===== src/rtl/scroll_scheduler.sv =====
// Frame-level scroll controller: issues one draw request per frame tick, waits for the
// draw subsystem, then advances the scroll offset and the seven-entry tile-row queue.
module scroll_scheduler #(
  parameter int unsigned FRAME_DIV = 833333,
  parameter int unsigned TILE_H    = 40,
  parameter int unsigned SPEED     = 1,
  parameter logic [7:0]  LFSR_SEED = 8'hA5
) (
  input  logic       clock,
  input  logic       reset,
  input  logic       enable,
  input  logic       all_draw_done,
  output logic       draw_go,
  output logic [5:0] offset,
  output logic [2:0] line_0,
  output logic [2:0] line_1,
  output logic [2:0] line_2,
  output logic [2:0] line_3,
  output logic [2:0] line_4,
  output logic [2:0] line_5,
  output logic [2:0] line_6,
  output logic       row_shift,
  output logic       overrun,
  output logic       busy
);

  localparam int unsigned     CNT_W   = (FRAME_DIV > 1) ? $clog2(FRAME_DIV) : 1;
  localparam logic [CNT_W-1:0] CNT_MAX = CNT_W'(FRAME_DIV - 1);
  localparam logic [6:0]      TILE_H7 = 7'(TILE_H);
  localparam logic [6:0]      SPEED7  = 7'(SPEED);

  typedef enum logic [2:0] {
    S_IDLE,
    S_WAIT_TICK,
    S_GO,
    S_DRAWING,
    S_ADVANCE
  } state_e;

  state_e           state_q, state_d;
  logic [CNT_W-1:0] cnt_q, cnt_d;
  logic [5:0]       offset_q, offset_d;
  logic [2:0]       line_q [0:6];
  logic [2:0]       line_d [0:6];
  logic [7:0]       lfsr_q, lfsr_d;
  logic             row_shift_q, row_shift_d;
  logic             overrun_q, overrun_d;

  logic             tick;
  logic [6:0]       sum;
  logic             wrap;
  logic             in_frame;

  assign tick     = (cnt_q == CNT_MAX);
  assign sum      = {1'b0, offset_q} + SPEED7;
  assign wrap     = (sum >= TILE_H7);
  assign in_frame = (state_q == S_GO) || (state_q == S_DRAWING) || (state_q == S_ADVANCE);

  always_comb begin
    // NOTE: every signal written here gets a default first, so no path can infer a latch.
    state_d     = state_q;
    cnt_d       = tick ? '0 : cnt_q + CNT_W'(1);
    offset_d    = offset_q;
    line_d      = line_q;
    lfsr_d      = lfsr_q;
    row_shift_d = 1'b0;
    overrun_d   = overrun_q | (tick & enable & in_frame);

    case (state_q)
      S_IDLE:      if (enable) state_d = S_WAIT_TICK;
      S_WAIT_TICK: begin
        if (!enable)   state_d = S_IDLE;
        else if (tick) state_d = S_GO;
      end
      S_GO:        state_d = S_DRAWING;
      S_DRAWING:   if (all_draw_done) state_d = S_ADVANCE;
      S_ADVANCE: begin
        state_d = enable ? S_WAIT_TICK : S_IDLE;
        if (wrap) begin
          offset_d = 6'(sum - TILE_H7);
          for (int k = 1; k < 7; k++) line_d[k] = line_q[k-1];
          line_d[0]   = {1'b0, lfsr_q[1:0]};
          lfsr_d      = {lfsr_q[6:0], lfsr_q[7] ^ lfsr_q[5] ^ lfsr_q[4] ^ lfsr_q[3]};
          row_shift_d = 1'b1;
        end else begin
          offset_d = sum[5:0];
        end
      end
      default:     state_d = S_IDLE;
    endcase
  end

  // NOTE: state is updated only with non-blocking assignments so all flops sample together.
  always_ff @(posedge clock or posedge reset) begin
    if (reset) begin
      state_q     <= S_IDLE;
      cnt_q       <= '0;
      offset_q    <= '0;
      lfsr_q      <= LFSR_SEED;
      row_shift_q <= 1'b0;
      overrun_q   <= 1'b0;
      // NOTE: the row queue is a handful of flops that the engines read directly, so it is reset.
      for (int k = 0; k < 7; k++) line_q[k] <= 3'b111;
    end else begin
      state_q     <= state_d;
      cnt_q       <= cnt_d;
      offset_q    <= offset_d;
      line_q      <= line_d;
      lfsr_q      <= lfsr_d;
      row_shift_q <= row_shift_d;
      overrun_q   <= overrun_d;
    end
  end

  // Moore outputs decode the state register, so reset clears them asynchronously.
  assign draw_go   = (state_q == S_GO);
  assign busy      = (state_q != S_IDLE) && (state_q != S_WAIT_TICK);
  assign offset    = offset_q;
  assign row_shift = row_shift_q;
  assign overrun   = overrun_q;
  assign line_0    = line_q[0];
  assign line_1    = line_q[1];
  assign line_2    = line_q[2];
  assign line_3    = line_q[3];
  assign line_4    = line_q[4];
  assign line_5    = line_q[5];
  assign line_6    = line_q[6];

endmodule


===== config.mk =====
export PLATFORM = sky130hd
export DESIGN_NAME = scroll_scheduler
export DESIGN_NICKNAME = d
export VERILOG_FILES = /design/src/rtl/scroll_scheduler.sv
export SDC_FILE = /design/constraint.sdc
export NUM_CORES = 1
export LEC_CHECK = 0
export BUFFER_PORTS_ARGS = -buffer_cell sky130_fd_sc_hd__buf_2
export CORE_ASPECT_RATIO = 0.5
export CORE_MARGIN = 2
export CORE_UTILIZATION = 61
export DETAILED_ROUTE_END_ITERATION = 8
export PLACE_DENSITY = 0.81
export SYNTH_ARGS = -nofsm -noshare
export SYNTH_HDL_FRONTEND = slang
export SYNTH_SLANG_ARGS = --single-unit

===== constraint.sdc =====
create_clock -name clock -period 4.3 [get_ports clock]
set_input_delay 0.215 -clock clock [delete_from_list [all_inputs] [get_ports clock]]
set_output_delay 0.215 -clock clock [all_outputs]
set_load 0.01 [all_outputs]

==> out/summary.json <==
{
  "timing": {
    "post_route_fraction_of_the_period_consumed_by_the_critical_path_pct": 58.9,
    "hold_viol": 0,
    "unrepaired_setup_endpoints_after_global_routing": "false",
    "final-setup-viol-count": 0,
    "setup-tns-final_ns": 0,
    "finalWorstPathRequiredPeriod_ns": 2.53,
    "clock.fmax_mhz": 395,
    "worst_slew_margin_rel_pct": 49.0,
    "final_max_slew_viols": 0,
    "post_route_skew_ns": 0.00751,
    "timing_worst_slew_pin_value_ns": 0.759
  },
  "final_layout": {
    "drive_gt1_share_pct": 41.5,
    "net_count_of_the_finished_layout": 274,
    "final_common_cell": "dfrtp_1",
    "area_used_by_multi_input_combinational_logic_um2": 1130,
    "layout_common_cells": "dfrtp_1, buf_2, nor2_1, dfstp_2",
    "antennaDiodeCount": 0,
    "sequential_cell_area_um2": 1510,
    "area_growth_pct": 14.6,
    "finish.instance_area_um2": 3130,
    "filler_cell_count": 281
  },
  "routing": {
    "wl_mm": 4.46,
    "drt.antenna.violating_nets": 0,
    "drt-initial-drc-count": 65,
    "drc_errors": 0,
    "drt-vias-per-instance": 5.39,
    "detailedRoute.firstPassIterationCount": 4,
    "dr_total_vias": 1764,
    "drt-wirelength-per-cell_um": 13.6
  },
  "cts": {
    "postCtsSetupRepairBufs": 0,
    "cts-root-buf": "clkbuf_8",
    "post_cts_resize_count": 0,
    "clk_pin_slew_ns": 0.07,
    "clock-sinks": 59,
    "worst_skew_pair.late_latency_ns": 0.33,
    "numCtsBuffers": 9,
    "ctsLongestPathBuffers": 2,
    "htreeDepth": 3,
    "post_cts_hold_buffer_count": 0,
    "cts_tree": "built"
  },
  "pwr": {
    "vdd.ir_drop.worst_mv": 0.228,
    "power_leakage_uw": 0.00151,
    "pwr_density_cell_nw_per_um2": 340
  },
  "critical_path": {
    "cells_along_the_critical_path": "ha_1 -> nand3_1 -> and2_1 -> nor2_1 -> ha_1 -> o31ai_2 -> a21boi_2 -> nor2_2 -> buf_4 -> mux2_2",
    "path_buf_inv": 1,
    "r2r_setup_slack_ns": 1.77,
    "crit_path_frequent_cell": "ha_1",
    "critical_path.startpoint_type": "register",
    "critical_path_peak_fanout": 29,
    "worst_setup_path_startpoint": "offset[0]",
    "critical_path.reg2reg.endpoint": "lfsr_q[4]",
    "path_delay_family": "adder cells",
    "worstSetupPathType": "register to register",
    "cp_slowest_stage_delay_ns": 0.45,
    "critPathCapture": "lfsr_q[4]",
    "r2r_start": "offset[0]",
    "worstPathArrival_ns": 2.75,
    "critPathRequiredTime_ns": 4.52,
    "critical_path_depth": 10,
    "type_of_element_capturing_the_critical_path": "register",
    "timing.critical_path.slowest_stage_cell": "dfrtp_1",
    "reg2regPathDepth": 10
  },
  "floorplan": {
    "placeableCoreArea_um2": 4360,
    "top_level_ports": 35,
    "initial_utilization_pct": 62.6,
    "dieHeight_um": 51.3,
    "fp.dieW_um": 98.6,
    "die-area_um2": 5060,
    "num_rows": 17
  },
  "yosys": {
    "netlist_top_cells_area": "dfrtp_1, dfstp_2, mux2_2",
    "synthesis.instances": 224,
    "share_of_the_synthesized_area_in_the_top_cell_type_pct": 32.1,
    "ys_seq_area_share_pct": 55.2,
    "yosys.area.top_type": "dfrtp_1",
    "ys_seq_elements": 59,
    "synth_area_um2": 2730,
    "syn_avg_cell_area_um2": 12.2,
    "synth.net_count": 233,
    "synthDistinctLibCells": 40,
    "synth-warning-count": 0
  },
  "placed_design": {
    "place.detailed.hpwl_mm": 2.93,
    "buffer_ports.inserted": 34,
    "gp_congestion": 0.859,
    "placed_cell_area_um2": 2930
  },
  "hold_path": {
    "hold_path.class": "input port to asynchronous set/reset pin"
  },
  "grt": {
    "gr-usage-all-layers_pct": 20.2,
    "initial_antenna_violation_count": 0,
    "grt_start_max_net_pins": 60,
    "vias_in_the_first_global_route": 1705,
    "grt_first_pass_wirelength_mm": 7.82,
    "overflow": 0
  },
  "status": {
    "outcome": "finished, final reports clean"
  },
  "run": {
    "drv.max_cap_violation_count": 0
  }
}
## cells in the mapped netlist
cell type / count
a31oi_1: 2
nand2b_1: 1
a21oi_1: 1
buf_12: 1
nor2_2: 1
and3_1: 4
nand4b_1: 1
or2_0: 1
xor2_1: 12
a21boi_2: 1
o31ai_2: 1
nand3_2: 1
o21ai_0: 1
dfrtp_1: 35
nor4_1: 1
nor2_1: 25
inv_1: 7
nor4b_1: 1
buf_4: 3
nand3_1: 9
buf_6: 2
or2_2: 2
ha_1: 5
mux2_2: 17
o311ai_0: 1
mux2i_1: 1
or3_1: 1
nand4_1: 7
and2_1: 2
and4_1: 1
nor2b_1: 2
o31a_1: 1
buf_2: 1
dfstp_2: 24
nor3_1: 4
xnor2_1: 15
mux2_4: 10
o32ai_1: 1
nand2_1: 17
a31o_2: 1
## layer usage
layer | track usage [%] | wire length [um] | share of wire (%)
met1 | 25.4 | 2110 | 47
met3 | 8.76 | 217 | 4.9
met5 | 0 | 0 | 0
met2 | 33.1 | 2090 | 47
met4 | 4.57 | 42 | 0.94
## cell type report
class / instances / share of cell area, %
Sequential cell: 59 / 48.1
Multi-Input combinational cell: 151 / 36.1
Timing Repair Buffer: 37 / 6.16
Clock buffer: 12 / 5.64
Tap cell: 57 / 2.28
Clock inverter: 4 / 0.919
Inverter: 7 / 0.839
## per-stage QoR
stage / utilization [%] / total power [uW] / hold slack, ns / setup slack [ns] / cells
5_1_grt: 71.8 / 1110 / 0.145 / 1.62 / 327
6_report: 71.8 / 1070 / 0.0784 / 1.77 / 327
2_1_floorplan: - / 577 / 0.353 / 2.01 / 224
4_1_cts: 71.8 / 1080 / 0.0881 / 1.77 / 327
3_3_place_gp: 67.1 / 582 / 0.445 / 1.92 / 311
3_5_place_dp: 67.1 / 582 / 0.452 / 1.78 / 311
## worst min-delay path by stage
stage | startpoint | to | slack [ns] | cells past startpoint
after floorplan | all_draw_done | state_q[2] | 0.35 | 2
after global placement | reset | cnt_q[16] | 0.45 | 3
after detailed placement | reset | cnt_q[16] | 0.45 | 3
after CTS | reset | cnt_q[16] | 0.09 | 3
after global routing | reset | cnt_q[17] | 0.14 | 3
final | reset | cnt_q[16] | 0.08 | 3
## worst reg2reg max path, delay by kind of cell (launching register included)
kind | cells | cell delay, ns
muxes | 1 | 0.40
AOI/OAI and AO/OA | 2 | 0.20
adders and majority gates | 2 | 0.50
and+or+nand+nor | 4 | 0.50
buffers and inverters | 1 | 0.37
DFF | 1 | 0.45
## report_power, final
group	total (uW)	switching, uW	internal, uW	leakage [uW]
logic	14.5	11.9	2.60	0.000686
clock network	493	216	277	0.000105
registers	558	0.919	557	0.000719
## state kept, by name, summed over array words and instances, names as in the netlist, 3 cells and up
| register | count |
|---|---|
| line_3 | 3 |
| line_4 | 3 |
| line_2 | 3 |
| state_q | 3 |
| line_0 | 3 |
| line_1 | 3 |
| line_5 | 3 |
| lfsr_q | 7 |
| line_6 | 3 |
| offset | 6 |
| cnt_q | 20 |
## cell families after synthesis
logic type               share of synthesized area (%)
AO/OA/AOI/OAI                                     2.98
flip-flops                                        55.2
multiplexers                                      12.9
adder cells (fa/ha/maj)                           2.29
AND/OR/NAND/NOR                                   14.5
XOR/XNOR                                          8.66
buffers and inverters                             3.53
Note: power is estimated with default switching activity, not from simulation.
